==> src/rtl/missile_pool.sv <==
// Multi-slot missile manager: spawns shots from the ship, moves them once per frame,
// retires them off-screen or on hit, and overlays them on the RGB stream (1-cycle latency).
module missile_pool #(
   parameter int N_MISSILES       = 4,
   parameter int DIR_DOWN         = 0,
   parameter int WIDTH_RECT       = 5,
   parameter int HEIGHT_RECT      = 20,
   parameter int X_MISSILE_OFFSET = 21,
   parameter int SHIP_H           = 64,
   parameter int SPEED            = 4,
   parameter int COOLDOWN         = 8,
   parameter int SCREEN_H         = 600,
   parameter logic [11:0] COLOR   = 12'hdd3
) (
   input  logic                       pclk,
   input  logic                       rst_n,
   input  logic [10:0]                xpos,
   input  logic [10:0]                ypos,
   input  logic                       fire,
   output logic                       fire_ack,
   input  logic [N_MISSILES-1:0]      hit,
   output logic [N_MISSILES-1:0]      active,
   output logic [11*N_MISSILES-1:0]   missile_x,
   output logic [11*N_MISSILES-1:0]   missile_y,
   input  logic [10:0]                vcount_in,
   input  logic [10:0]                hcount_in,
   input  logic                       vsync_in,
   input  logic                       hsync_in,
   input  logic                       vblnk_in,
   input  logic                       hblnk_in,
   input  logic [11:0]                rgb_in,
   output logic [10:0]                vcount_out,
   output logic [10:0]                hcount_out,
   output logic                       vsync_out,
   output logic                       hsync_out,
   output logic                       vblnk_out,
   output logic                       hblnk_out,
   output logic [11:0]                rgb_out
);

   logic                  vblnk_prev_reg;
   logic                  frame_tick;
   logic [15:0]           cooldown_reg;
   logic [N_MISSILES-1:0] active_reg;
   logic [N_MISSILES-1:0] spawn_sel;
   logic [N_MISSILES-1:0] in_box;
   logic                  slot_found;
   logic                  fire_accept;
   logic [10:0]           spawn_x;
   logic [10:0]           spawn_y;
   logic [11:0]           h_ext;
   logic [11:0]           v_ext;

   assign frame_tick = vblnk_in & ~vblnk_prev_reg;
   assign active     = active_reg;
   assign h_ext      = {1'b0, hcount_in};
   assign v_ext      = {1'b0, vcount_in};

   // Only slots already free at the start of the cycle are eligible, so a slot
   // cleared by hit or retired this cycle is never reused on the same edge.
   always_comb begin
      spawn_sel  = '0;
      slot_found = 1'b0;
      for (int i = 0; i < N_MISSILES; i++) begin
         if (!active_reg[i] && !slot_found) begin
            spawn_sel[i] = 1'b1;
            slot_found   = 1'b1;
         end
      end
   end

   assign fire_accept = fire && (cooldown_reg == 16'd0) && slot_found;

   always_comb begin
      spawn_x = xpos + 11'(X_MISSILE_OFFSET);
      spawn_y = 11'd0;
      if (DIR_DOWN != 0) begin
         spawn_y = ypos + 11'(SHIP_H);
      end else if ({1'b0, ypos} >= 12'(HEIGHT_RECT)) begin
         spawn_y = ypos - 11'(HEIGHT_RECT);
      end
   end

   always_ff @(posedge pclk or negedge rst_n) begin
      if (!rst_n) begin
         vblnk_prev_reg <= 1'b0;
         cooldown_reg   <= 16'd0;
         fire_ack       <= 1'b0;
      end else begin
         vblnk_prev_reg <= vblnk_in;
         fire_ack       <= fire_accept;
         if (fire_accept) begin
            cooldown_reg <= 16'(COOLDOWN);
         end else if (frame_tick && (cooldown_reg != 16'd0)) begin
            cooldown_reg <= cooldown_reg - 16'd1;
         end
      end
   end

   genvar gi;
   generate
      for (gi = 0; gi < N_MISSILES; gi++) begin : g_slot
         logic [10:0] x_reg;
         logic [10:0] y_reg;
         logic        active_slot_reg;
         logic [11:0] y_ext;
         logic [11:0] y_moved;
         logic        retire;

         assign y_ext = {1'b0, y_reg};

         always_comb begin
            retire  = 1'b0;
            y_moved = y_ext;
            if (DIR_DOWN != 0) begin
               if (y_ext + 12'(SPEED) + 12'(HEIGHT_RECT) > 12'(SCREEN_H)) begin
                  retire = 1'b1;
               end else begin
                  y_moved = y_ext + 12'(SPEED);
               end
            end else begin
               if (y_ext < 12'(SPEED)) begin
                  retire = 1'b1;
               end else begin
                  y_moved = y_ext - 12'(SPEED);
               end
            end
         end

         // hit beats motion beats spawn; a freshly spawned missile skips this tick
         always_ff @(posedge pclk or negedge rst_n) begin
            if (!rst_n) begin
               x_reg           <= 11'd0;
               y_reg           <= 11'd0;
               active_slot_reg <= 1'b0;
            end else if (active_slot_reg && hit[gi]) begin
               active_slot_reg <= 1'b0;
            end else if (active_slot_reg && frame_tick) begin
               if (retire) begin
                  active_slot_reg <= 1'b0;
               end else begin
                  y_reg <= y_moved[10:0];
               end
            end else if (!active_slot_reg && fire_accept && spawn_sel[gi]) begin
               x_reg           <= spawn_x;
               y_reg           <= spawn_y;
               active_slot_reg <= 1'b1;
            end
         end

         assign active_reg[gi]          = active_slot_reg;
         assign missile_x[11*gi +: 11]  = x_reg;
         assign missile_y[11*gi +: 11]  = y_reg;

         assign in_box[gi] = active_slot_reg
                          && (h_ext >= {1'b0, x_reg})
                          && (h_ext <  {1'b0, x_reg} + 12'(WIDTH_RECT))
                          && (v_ext >= {1'b0, y_reg})
                          && (v_ext <  {1'b0, y_reg} + 12'(HEIGHT_RECT));
      end
   endgenerate

   always_ff @(posedge pclk or negedge rst_n) begin
      if (!rst_n) begin
         vcount_out <= 11'd0;
         hcount_out <= 11'd0;
         vsync_out  <= 1'b0;
         hsync_out  <= 1'b0;
         vblnk_out  <= 1'b0;
         hblnk_out  <= 1'b0;
         rgb_out    <= 12'd0;
      end else begin
         vcount_out <= vcount_in;
         hcount_out <= hcount_in;
         vsync_out  <= vsync_in;
         hsync_out  <= hsync_in;
         vblnk_out  <= vblnk_in;
         hblnk_out  <= hblnk_in;
         if (vblnk_in || hblnk_in) begin
            rgb_out <= 12'd0;
         end else if (|in_box) begin
            rgb_out <= COLOR;
         end else begin
            rgb_out <= rgb_in;
         end
      end
   end

endmodule

==> config.mk <==
export PLATFORM = sky130hd
export DESIGN_NAME = missile_pool
export DESIGN_NICKNAME = d
export VERILOG_FILES = /design/src/rtl/missile_pool.sv
export SDC_FILE = /design/constraint.sdc
export NUM_CORES = 1
export LEC_CHECK = 0
export ABC_CLOCK_PERIOD_IN_PS = 2800
export BUFFER_PORTS_ARGS = -buffer_cell sky130_fd_sc_hd__buf_2
export CAP_MARGIN = 10
export CORE_UTILIZATION = 52
export CTS_CLUSTER_DIAMETER = 200
export DETAILED_ROUTE_END_ITERATION = 7
export GPL_TIMING_DRIVEN = 0
export PLACE_DENSITY = 0.78
export SYNTH_ARGS = -nofsm -noshare
export SYNTH_HDL_FRONTEND = slang
export SYNTH_SLANG_ARGS = --single-unit
==> constraint.sdc <==
create_clock -name pclk -period 2.8 [get_ports pclk]
set_input_delay 0.28 -clock pclk [delete_from_list [all_inputs] [get_ports pclk]]
set_output_delay 0.28 -clock pclk [all_outputs]
set_load 0.02 [all_outputs]
==> impl_metrics.env <==
export IMPL_tightest_slew_ns=0.8387
export IMPL_antenna_found_initial=1
export IMPL_synth_edf_count=0
export IMPL_layout_drive_gt1_share=0.2734
export IMPL_place_inst=1763
export IMPL_postRouteAntennaNets=0
export IMPL_syn_inst=1285
export IMPL_htree_levels=4
export IMPL_grt_usage=0.3165
export IMPL_leakage_uw=0.006758
export IMPL_synthTopCellsByCount="ha_1, dfrtp_1, o21ai_0"
export IMPL_ctsRootBufferMaster="clkbuf_16"
export IMPL_first_pass_iters=7
export IMPL_slew_violations=0
export IMPL_pwr_share_clk=0.299
export IMPL_synth_cell_types=78
export IMPL_crit_path_max_fanout=10
export IMPL_die_y_um=150.8
export IMPL_drtIter0Drc=1013
export IMPL_syn2layout_area_growth_pct=25.85
export IMPL_clockBufferDepth=2
export IMPL_synth_top_family_by_area="adder cells"
export IMPL_yosysTopAreaCellShare=0.3195
export IMPL_p_seq_frac=0.353
export IMPL_drt_drc_violations_left=0
export IMPL_hpwl_mm=26.11
export IMPL_peakVddDrop_mv=0.3988
export IMPL_cts_buffers=17
export IMPL_io_buffers=197
export IMPL_timing_final_ws_setup_ns=-0.05807
export IMPL_die_area_um2=22740
export IMPL_failed_checks="negative setup slack"
export IMPL_ys_ff_latch=147
export IMPL_syn_nets=1536
export IMPL_rows=54
export IMPL_power_density_nw_per_um2=542.6
export IMPL_path_class="flip-flop to flip-flop"
export IMPL_use_met1=0.4107
export IMPL_p_sw_frac=0.3757
export IMPL_die_w_um=150.8
export IMPL_status="complete, but fails checks"
export IMPL_muxShareOfSynthArea=0.003912
export IMPL_overflow=0
export IMPL_grt_pass1_wl_mm=54.47
export IMPL_gp_congestion=0.9777
export IMPL_avgRoutedWirePerCell_um=20.15
export IMPL_skew_ns=0.009506
export IMPL_yosysMostFrequentCell="ha_1"
export IMPL_synth_compound_area_share=0.1975
export IMPL_clock_latency_ns=0.43
export IMPL_vias_per_cell=6.100
export IMPL_relSlewSlack=0.4365
export IMPL_synth_xor_area_frac=0.07074
export IMPL_yosys_warnings=0
export IMPL_p_sw_uw=2954
export IMPL_vias=11278
export IMPL_synthTopCellsByArea="dfrtp_1, ha_1, o21ai_0"
export IMPL_fmaxAchievable_mhz=349.9
export IMPL_endpoint_kind="flip-flop"
export IMPL_synthAdderAreaFrac=0.1999
export IMPL_diodes=0
export IMPL_ys_flop_type="dfrtp_1"
export IMPL_min_period_ns=2.858
export IMPL_rsz0062_at_grt="true"
export IMPL_drv_cap=0
export IMPL_grt_max_degree=92
export IMPL_grt_busiest_layer="met2"
export IMPL_use_met3=0.04277
export IMPL_cts_tree="built"
export IMPL_ios=198
export IMPL_grt_util_met2=0.5144
export IMPL_core_area_um2=21760
export IMPL_grt_pass1_vias=10274
export IMPL_cp_required_ns=3.14
export IMPL_clk_pin_slew_ns=0.06
export IMPL_yosysTopAreaCell="dfrtp_1"
export IMPL_synthesis_area_um2=11510
export IMPL_async_reset_ff_frac=1.000
export IMPL_internal_power_uw=4909
export IMPL_start_kind="flip-flop"
export IMPL_setup_viol=12
export IMPL_fin_util=0.6661
export IMPL_cts_sinks=147
export IMPL_ys_seq_area_frac=0.3195
export IMPL_avgSynthCellArea_um2=8.961
export IMPL_wirelength_mm=37.27
export IMPL_hp_class="input pin to flip-flop"
export IMPL_layout_nets=1807
export IMPL_pwr_share_comb=0.348
export IMPL_stdcell_count=1849
export IMPL_post_route_period_util=1.021
export IMPL_arrival_ns=3.20
export IMPL_finalHoldViolations=0
export IMPL_yosys_area_share_simple=0.1573
export IMPL_start_util=0.5293
final timing paths:
| path | start | end | slack, ns | cells after the start |
|---|---|---|---|---|
| setup / recovery | g_slot[2].x_reg[1] | rgb_out[7] | -0.06 | 11 |
| hold / removal | vblnk_in | vblnk_out | 0.03 | 1 |
| setup reg to reg | g_slot[2].x_reg[1] | rgb_out[7] | -0.06 | 11 |
| hold reg to reg | cooldown_reg[7] | cooldown_reg[7] | 0.47 | 1 |
| max in group asynchronous | rst_n | g_slot[3].x_reg[1] | 1.53 | 3 |
| min in group asynchronous | rst_n | rgb_out[11] | 0.38 | 2 |
kinds of logic (layout without fill, tap and decap cells):
family | after synthesis | after routing
DFF | 147 | 147
muxes | 4 | 4
xor gates and xnor gates | 93 | 93
and+or+nand+nor | 350 | 350
AOI/OAI and AO/OA | 360 | 360
buffers and inverters | 147 | 431
adders and majority gates | 184 | 184
metal layers:
metal,wire length [um],share of wire,vias to the layer above
met2,17230,0.46,550
li1,-,-,5191
met1,15320,0.41,5388
met5,13,0.00035,-
met4,1898,0.051,2
met3,2801,0.075,147
cell usage in the layout (no fill, tap or decap), types with 20 or more instances in the layout:
master      n
buf_2     200
ha_1      173
o21ai_0   116
dfrtp_1   116
nand2_1   109
inv_1      97
a21oi_1    76
xnor2_1    61
nor2_1     57
buf_4      55
nand3_1    37
dfrtp_2    31
xor2_1     26
a21o_1     24
nor3_1     23
clkbuf_1   20
through the flow:
| step | area [um2] | setup TNS (ns) | power [uW] | hold WS (ns) | setup slack, ns |
|---|---|---|---|---|---|
| 2_1_floorplan | 11520 | 0 | 4334 | -0.01559 | 0.01565 |
| 3_3_place_gp | 12860 | -104.78 | 5051 | 0.3929 | -0.9647 |
| 3_5_place_dp | 12890 | -2.571 | 5178 | 0.2796 | -0.2725 |
| 4_1_cts | 13860 | 0 | 7578 | 0.02178 | 0.0007501 |
| 5_1_grt | 14490 | -1.842 | 8268 | 0.03129 | -0.1752 |
| 6_report | 14490 | -0.3096 | 7863 | 0.02628 | -0.05807 |
area by class of cell:
cell class	instances	area (um2)
inverter	108	415.4
fill	1744	7264
buffer	34	201.4
multi-input combinational	991	7727
tap	280	350.3
timing repair buffer	257	1488
sequential	147	3717
clock inverter	13	148.9
clock buffer	19	442.9
worst max-delay path, stage by stage (launching register included):
cell	delay, ns
dfrtp_2	0.46
ha_4	0.20
o21ai_0	0.25
xnor2_1	0.19
ha_1	0.28
o2111a_1	0.26
o31ai_2	0.06
a21oi_1	0.11
o32a_1	0.22
o31a_1	0.38
buf_6	0.17
a41oi_1	0.19
power groups by stage:
stage	registers (uW)	clock network, uW	logic (uW)
floorplan	2900	0	1430
detailed placement	2780	0	2400
global placement	2770	0	2290
finish	2770	2350	2740
CTS	2750	2350	2470
global route	2810	2450	3010
repair_timing:
action	4_1_cts	5_1_grt
gates resized for setup	54	96
hold buffers	6	0
pin swaps	12	34
buffers inserted	24	27
cloned	1	1
endpoints found under the hold margin	61	0
endpoints found under the setup margin	12	12
Note: power is estimated with default switching activity, not from simulation.
